--- config.mk ---
export PLATFORM = sky130hd
export DESIGN_NAME = mem_arbiter
export DESIGN_NICKNAME = d
export VERILOG_FILES = /design/src/rtl/mem_arbiter_pkg.sv /design/src/rtl/mem_arb_perf.sv /design/src/rtl/mem_arbiter.sv
export SDC_FILE = /design/constraint.sdc
export NUM_CORES = 1
export LEC_CHECK = 0
export ABC_AREA = 1
export BUFFER_PORTS_ARGS = -buffer_cell sky130_fd_sc_hd__buf_2
export CAP_MARGIN = 20
export CORE_AREA = 3 3 196 198
export DETAILED_ROUTE_END_ITERATION = 8
export DIE_AREA = 0 0 199 201
export GPL_TIMING_DRIVEN = 0
export SLEW_MARGIN = 5
export SYNTH_ARGS = -nofsm -noshare
export SYNTH_HDL_FRONTEND = slang
export SYNTH_HIERARCHICAL = 1
export SYNTH_SLANG_ARGS = --single-unit
--- constraint.sdc ---
create_clock -name clk -period 1.65 [get_ports clk]
set_clock_uncertainty 0.15 [all_clocks]
set_input_delay 0.2475 -clock clk [delete_from_list [all_inputs] [get_ports clk]]
set_output_delay 0.2475 -clock clk [all_outputs]
set_load 0.005 [all_outputs]
--- src/rtl/mem_arbiter_pkg.sv ---
// Shared types for the instruction/data memory arbiter: arbitration state and
// the downstream request/response bundles.
package mem_arbiter_pkg;

    // Widest address the downstream request bundle can carry.
    localparam int CBUS_ADDR_W = 64;

    // Instruction fetches are always 4-byte, read-only.
    localparam logic [2:0] FETCH_SIZE = 3'd2;

    typedef enum logic [1:0] {
        IDLE   = 2'd0,
        BUSY_I = 2'd1,
        BUSY_D = 2'd2
    } arb_state_t;

    typedef struct packed {
        logic                   valid;
        logic [CBUS_ADDR_W-1:0] addr;
        logic [2:0]             size;
        logic [7:0]             strobe;
        logic [63:0]            data;
    } cbus_req_t;

    typedef struct packed {
        logic        ok;
        logic [63:0] data;
    } cbus_resp_t;

    // Select the 32-bit instruction word out of a 64-bit beat.
    function automatic logic [31:0] pick_word(input logic [63:0] beat, input logic hi);
        return hi ? beat[63:32] : beat[31:0];
    endfunction

endpackage

--- src/rtl/mem_arb_perf.sv ---
// Grant and wait-cycle counters for the memory arbiter. Only instantiated when
// MEM_ARB_PERF_EN is defined. All counters wrap at 2^32.
module mem_arb_perf (
    input  logic        clk,
    input  logic        reset,
    input  logic        igrant,
    input  logic        dgrant,
    input  logic        creq_valid,
    input  logic        cresp_ok,
    output logic [31:0] perf_igrant,
    output logic [31:0] perf_dgrant,
    output logic [31:0] perf_wait
);

    // Count grants per requester and cycles spent waiting on the downstream bus.
    always_ff @(posedge clk) begin
        if (reset) begin
            perf_igrant <= '0;
            perf_dgrant <= '0;
            perf_wait   <= '0;
        end else begin
            if (igrant)
                perf_igrant <= perf_igrant + 32'd1;
            if (dgrant)
                perf_dgrant <= perf_dgrant + 32'd1;
            if (creq_valid && !cresp_ok)
                perf_wait <= perf_wait + 32'd1;
        end
    end

endmodule

--- src/rtl/mem_arbiter.sv ---
// Shares one single-port memory bus between the instruction and data buses.
// One outstanding transaction; data preferred, with a streak limit so fetches
// always make progress. Optional counters under MEM_ARB_PERF_EN.
module mem_arbiter
    import mem_arbiter_pkg::*;
#(
    parameter int MAX_D_STREAK = 4,
    parameter int ADDR_W       = 64
) (
    input  logic              clk,
    input  logic              reset,
    input  logic              ireq_valid,
    input  logic [ADDR_W-1:0] ireq_addr,
    output logic              iresp_data_ok,
    output logic [31:0]       iresp_data,
    input  logic              dreq_valid,
    input  logic [ADDR_W-1:0] dreq_addr,
    input  logic [2:0]        dreq_size,
    input  logic [7:0]        dreq_strobe,
    input  logic [63:0]       dreq_data,
    output logic              dresp_data_ok,
    output logic [63:0]       dresp_data,
    output logic              creq_valid,
    output logic [ADDR_W-1:0] creq_addr,
    output logic [2:0]        creq_size,
    output logic [7:0]        creq_strobe,
    output logic [63:0]       creq_data,
    input  logic              cresp_ok,
    input  logic [63:0]       cresp_data
`ifdef MEM_ARB_PERF_EN
    ,
    output logic [31:0]       perf_igrant,
    output logic [31:0]       perf_dgrant,
    output logic [31:0]       perf_wait
`endif
);

    localparam logic [3:0] MAX_STREAK = 4'(MAX_D_STREAK);

    arb_state_t state;
    logic [3:0] streak;
    cbus_req_t  req;
    cbus_resp_t resp;
    logic       grant_d;
    logic       grant_i;

    function automatic logic [3:0] sat_inc(input logic [3:0] v);
        return (v >= MAX_STREAK) ? MAX_STREAK : v + 4'd1;
    endfunction

    assign resp = '{ok: cresp_ok, data: cresp_data};

    // Data wins unless it has held the bus MAX_D_STREAK times in a row while a fetch waits.
    assign grant_d = (state == IDLE) && dreq_valid && ((streak < MAX_STREAK) || !ireq_valid);
    assign grant_i = (state == IDLE) && !grant_d && ireq_valid;

    // Arbitration state, streak counter and the latched request that drives creq_*.
    always_ff @(posedge clk) begin
        if (reset) begin
            state  <= IDLE;
            streak <= '0;
            req    <= '0;
        end else begin
            case (state)
                IDLE: begin
                    if (grant_d) begin
                        state  <= BUSY_D;
                        streak <= sat_inc(streak);
                        req    <= '{valid:  1'b1,
                                    addr:   CBUS_ADDR_W'(dreq_addr),
                                    size:   dreq_size,
                                    strobe: dreq_strobe,
                                    data:   dreq_data};
                    end else if (grant_i) begin
                        state  <= BUSY_I;
                        streak <= '0;
                        req    <= '{valid:  1'b1,
                                    addr:   CBUS_ADDR_W'(ireq_addr),
                                    size:   FETCH_SIZE,
                                    strobe: 8'h00,
                                    data:   64'h0};
                    end
                end
                BUSY_I, BUSY_D: begin
                    // Completion always returns to IDLE so the requester can
                    // update before the next arbitration.
                    if (resp.ok) begin
                        state <= IDLE;
                        req   <= '0;
                    end
                end
                default: begin
                    state <= IDLE;
                    req   <= '0;
                end
            endcase
        end
    end

    assign creq_valid  = req.valid;
    assign creq_addr   = req.addr[ADDR_W-1:0];
    assign creq_size   = req.size;
    assign creq_strobe = req.strobe;
    assign creq_data   = req.data;

    // Responses are routed only to the current owner; reset suppresses a racing completion.
    assign iresp_data_ok = (state == BUSY_I) && resp.ok && !reset;
    assign dresp_data_ok = (state == BUSY_D) && resp.ok && !reset;
    assign iresp_data    = iresp_data_ok ? pick_word(resp.data, req.addr[2]) : 32'h0;
    assign dresp_data    = dresp_data_ok ? resp.data : 64'h0;

`ifdef MEM_ARB_PERF_EN
    mem_arb_perf u_perf (
        .clk         (clk),
        .reset       (reset),
        .igrant      (grant_i),
        .dgrant      (grant_d),
        .creq_valid  (creq_valid),
        .cresp_ok    (cresp_ok),
        .perf_igrant (perf_igrant),
        .perf_dgrant (perf_dgrant),
        .perf_wait   (perf_wait)
    );
`endif

endmodule

* Yosys cells after proc, flatten, opt, wreduce, memory -nomap -nowiden *
Cells that the tools add are included.

storage, ports and cells
  word-level logic and storage cells = 45
  register bits after elaboration = 146
  input port bits = 272
  output and inout port bits = 238

operators by class
  mux-type cells = 14
  $lt $le $gt $ge = 2
  add/sub/neg operators = 1
  reductions and logical operators = 17
  equality and inequality tests = 4

operators with widths
  operator                                              number
  two-way mux 140 bit                                   3
  case mux 140 bit (2 select lines)                     1
  two-way mux 32 bit                                    2
  two-way mux 64 bit                                    1
  two-way mux 4 bit                                     3
  logical AND 1 bit                                     8
  two-way mux 2 bit                                     3
  adder 4 x 1 -> 4 bit (second input constant)          1
  >= comparator 4 x 3 -> 1 bit (second input constant)  1
  < comparator 4 x 3 -> 1 bit (second input constant)   1
  case mux 2 bit (2 select lines)                       1
  AND reduction 2 bit                                   2
  zero test 1 bit                                       3
  inequality test 3 bit (second input constant)         1
  equality test 2 x 1 -> 1 bit (second input constant)  1
  equality test 2 bit (second input constant)           1
  zero test 2 bit                                       1
  inequality test 2 bit (second input constant)         1
  nonzero test 2 bit                                    1
  OR reduction 2 bit                                    1
  logical OR 1 bit                                      1

* Logic depth before layout (Yosys ltp) *
  word-level depth = 9
  gate-level depth with buffers = 11

* Worst setup path before layout *
Ideal clock, no wire load.

  path kind = register -> register
  from = register state[0]
  to = register req (netlist bit creq_addr[6])
  slack = -101 ps
  arrival = 1544 ps
  cell stages (with the launch flop) = 12
  path buffers = 2
  data required time = 1443 ps
  setup time = 57 ps
  period minus slack after synthesis = 1751 ps
  cell sequence = dfxtp_1 > inv_1 > ha_1 > inv_1 > nor2_1 > a21oi_1 > buf_2 > buf_2 > nand3_1 > nand3_1 > nand2_1 > inv_1

between the ends
  word-level cells in the longest chain between the ends = 8
  elaborated cells on any way between the ends = 14
  classes of those cells = eq/ne: 4; mux: 2; reduce/logical: 8

ends and longest elaborated chain
  item                             RTL line                                                 text
  from (decl)                      mem_arbiter.sv:40                                        arb_state_t state;
  from (signal assigned)           mem_arbiter.sv:60                                        state <= IDLE;
  from (signal assigned)           mem_arbiter.sv:67                                        state <= BUSY_D;
  from (signal assigned)           mem_arbiter.sv:75                                        state <= BUSY_I;
  zero test 2 bit                  mem_arbiter.sv:54, mem_arbiter.sv:55, mem_arbiter.sv:64
  logical AND 1 bit (2 in series)  mem_arbiter.sv:54                                        assign grant_d = (state == IDLE) && dreq_valid && ((streak < MAX_STREAK) || !ireq_valid);
  zero test 1 bit                  mem_arbiter.sv:55                                        assign grant_i = (state == IDLE) && !grant_d && ireq_valid;
  logical AND 1 bit (2 in series)  mem_arbiter.sv:55
  inequality test 3 bit (no line)  --
  AND reduction 2 bit (no line)    --
  to (signal assigned)             mem_arbiter.sv:69                                        req <= '{valid: 1'b1,
  to (signal assigned)             mem_arbiter.sv:77                                        req <= '{valid: 1'b1,
  to (decl)                        mem_arbiter.sv:42                                        cbus_req_t req;

Parallel ways exist; a longest one is shown, timed or not.
A chain may end at the register's enable or synchronous reset.

* Worst setup path after layout *
  from = register state[1]
  to = output port iresp_data[15]

between the ends
  word-level cells in the longest chain between the ends = 4

ends and longest elaborated chain
  item                             RTL line            text
  equality test 2 x 1 -> 1 bit     mem_arbiter.sv:107  assign iresp_data_ok = (state == BUSY_I) && resp.ok && !reset;
  logical AND 1 bit (2 in series)  mem_arbiter.sv:107
  two-way mux 32 bit               mem_arbiter.sv:109  assign iresp_data = iresp_data_ok ? pick_word(resp.data, req.addr[2]) : 32'h0;
  to (decl)                        mem_arbiter.sv:15   output logic [31:0] iresp_data,

Every way passes these cells.

==> impl_metrics.ini <==
[run_status]
status = finished with violations
violations = setup timing

[placement]
place.detailed.hpwl_um = 29700
preCtsSetupSlack_ps = -905
place.gp.congestion = 0.969
io_buffer_count = 508
post-place-cells = 2140
detailed_place.area_sq_um = 10400

[power]
power.density_cell_area_nw_per_um2 = 928
power.static_leakage_nw = 7.77
vdd.ir_drop.worst_mv = 0.750
total_power_mw = 13.1

[synthesis]
ys_top_cells_by_area = sky130_fd_sc_hd__dfxtp_1 40%, sky130_fd_sc_hd__nand2_1 18%, sky130_fd_sc_hd__nand3_1 12%
synth_async_sr_flop_share = 0
postSynthRegisterBits = 146
synth_enable_flop_cells = 0
synth.avg_cell_area_sq_um = 6.22
synth_flop_cell = sky130_fd_sc_hd__dfxtp_1
yosysMostFrequentCell = sky130_fd_sc_hd__nand2_1
synth_area_sq_um = 7240
synth.top_cell.area_share = 0.404
yosys_warnings = 6
synth_sequential_area_ratio = 0.404
synth_common_cells = 356 x sky130_fd_sc_hd__nand2_1, 174 x sky130_fd_sc_hd__nand3_1, 169 x sky130_fd_sc_hd__inv_1
post_synth_num_cell_types = 17
postSynthCellCount = 1164
synth.net_count = 1440
synth_area_leader_cell = sky130_fd_sc_hd__dfxtp_1

[clock_network]
clock_tree.buffer_depth = 2
cts-buffers-inserted = 17
numClockSinks = 146
ctsHtreeMaxLevel = 4
clock_transition_at_the_registers_of_the_reported_paths_ps = 70
clock-root-buffer = sky130_fd_sc_hd__clkbuf_16
cts_tree = yes
worstSkewPairLatency_ps = 440

[worst_setup_path]
crit_arrival_ps = 1740
startpoint_type = flip-flop
startpoint_of_the_lowest_slack_register_to_register_path = state[1]$_SDFFE_PP0P_
crit_start = state[1]$_SDFFE_PP0P_
cp-end-kind = primary output
regToRegSetupSlack_ps = -410
worst-setup-path-type = reg2out
path_max_fanout = 7
worst-endpoint-required_ps = 1250

[timing]
timing.max_slew.rel_slack = 0.437
setup_violations = 242
min_period_over_period = 1.29
fin_tns_setup_ps = -83100
hold_violations = 0
grt_setup_unrepaired = yes
final.min_clock_period_ps = 2140
worst_slew_pin_slew_ps = 845
hold_ws_ps = 19.2
fmax_mhz = 468
timing.final.max_slew_violations = 0
final.setup.worst_slack_ps = -486

[grt]
largest_net_degree_at_the_start_of_global_routing = 17
global_route_wire_length_before_repair_um = 62100
gr-usage-all-layers = 0.203
first_global_vias = 11000
grt.overflow.total = 0
grt_antenna_before_repair = 3

[floorplanning]
chipHeight_um = 201
ioPinCount = 510
core_region_area_sq_um = 36700
dieWidth_um = 199
initial_utilization = 0.197
dieArea_sq_um = 40000
rows = 70

[routing]
first_pass_iters = 7
route.detailed.vias_per_inst = 4.53
ant_nets = 0
num_vias = 10800
routed_wl_um = 42600
drc = 0
routed_wl_per_cell_um = 17.8
first_iter_violations = 695

[job]
max-cap-violations = 0

[worst_hold_path]
min_from = ireq_addr[3]
worst_min_path_class = in2reg

[cells_and_area]
layout-drive-gt1-share = 0.379
final.fill_count = 3688
fin_area_sq_um = 14100
multi_input_comb_area_sq_um = 3660
fin_util = 0.384
fin_cells = 2390
flow.area_growth_from_synthesis_pct = 94.5
regArea_sq_um = 2930
finalNetCount = 2182
## area by class of cell
cell class                      count  share of cell area
Inverter                          172              0.0466
Buffer                             83              0.0526
Antenna cell                        3            0.000533
Clock inverter                     13             0.00871
Multi-Input combinational cell    763               0.260
Clock buffer                       19              0.0322
Tap cell                          468              0.0416
Timing Repair Buffer              723               0.350
Sequential cell                   146               0.208
## flip-flops by register name, indices dropped and copies added (netlist names)
register     count
creq_strobe      8
creq_addr       64
creq_data       64
state            2
creq_valid       1
streak           4
creq_size        3
## power by group
group | leakage, nW | internal (mW) | switching (mW)
registers | 1.20 | 3.98 | 0.266
clock network | 0.273 | 2.17 | 1.71
logic | 6.30 | 2.17 | 2.76
## cell usage in the layout (no fill, tap or decap), drive strengths merged
| cell | n |
|---|---|
| dlygate4sd3 | 194 |
| buf | 581 |
| clkbuf | 50 |
| o21ai | 35 |
| ha | 4 |
| nor3 | 1 |
| nor2 | 109 |
| diode | 3 |
| inv | 177 |
| a211oi | 1 |
| nand2 | 356 |
| clkinvlp | 4 |
| nand3 | 174 |
| a21oi | 83 |
| clkinv | 3 |
| dfxtp | 146 |
| bufinv | 1 |
## worst paths after layout
kind,to,cells after the start
worst min register to register,creq_size[2]$_SDFFE_PP0P_,2
worst max register to register,creq_addr[22]$_SDFFE_PP0P_,10
worst min-delay path,creq_addr[3]$_SDFFE_PP0P_,5
worst max-delay path,iresp_data[15],9
## routing by layer
metal | vias to the layer above | global-route usage | wire, um
met5 | - | 0 | 0
met3 | 155 | 0.0544 | 3100
li1 | 5060 | - | -
met2 | 630 | 0.359 | 21400
met1 | 4971 | 0.213 | 15600
met4 | 0 | 0.121 | 2450
## repair_timing
action	in CTS	in global routing
resized for setup	175	102
hold buffers	194	0
setup buffers	12	3
pin swaps	6	15
gates cloned	4	2
hold endpoints to repair	137	0
endpoints found under the setup margin	242	242
## logic make-up after synthesis
family / after synthesis / synth area share
simple gates: 640 / 0.362
buf+inv: 255 / 0.144
flops: 146 / 0.404
compound gates: 119 / 0.0826
fa+ha+maj: 4 / 0.00691
## critical path: stages (launching register included)
cell and delay (ps):
sky130_fd_sc_hd__dfxtp_4 380, sky130_fd_sc_hd__inv_4 70, sky130_fd_sc_hd__ha_4 130, sky130_fd_sc_hd__nand2_4 50
sky130_fd_sc_hd__nor2_4 100, sky130_fd_sc_hd__buf_12 150, sky130_fd_sc_hd__clkbuf_16 190, sky130_fd_sc_hd__nand2_4 50
sky130_fd_sc_hd__inv_2 50, sky130_fd_sc_hd__buf_6 120
(Power assumes the default switching activity.)
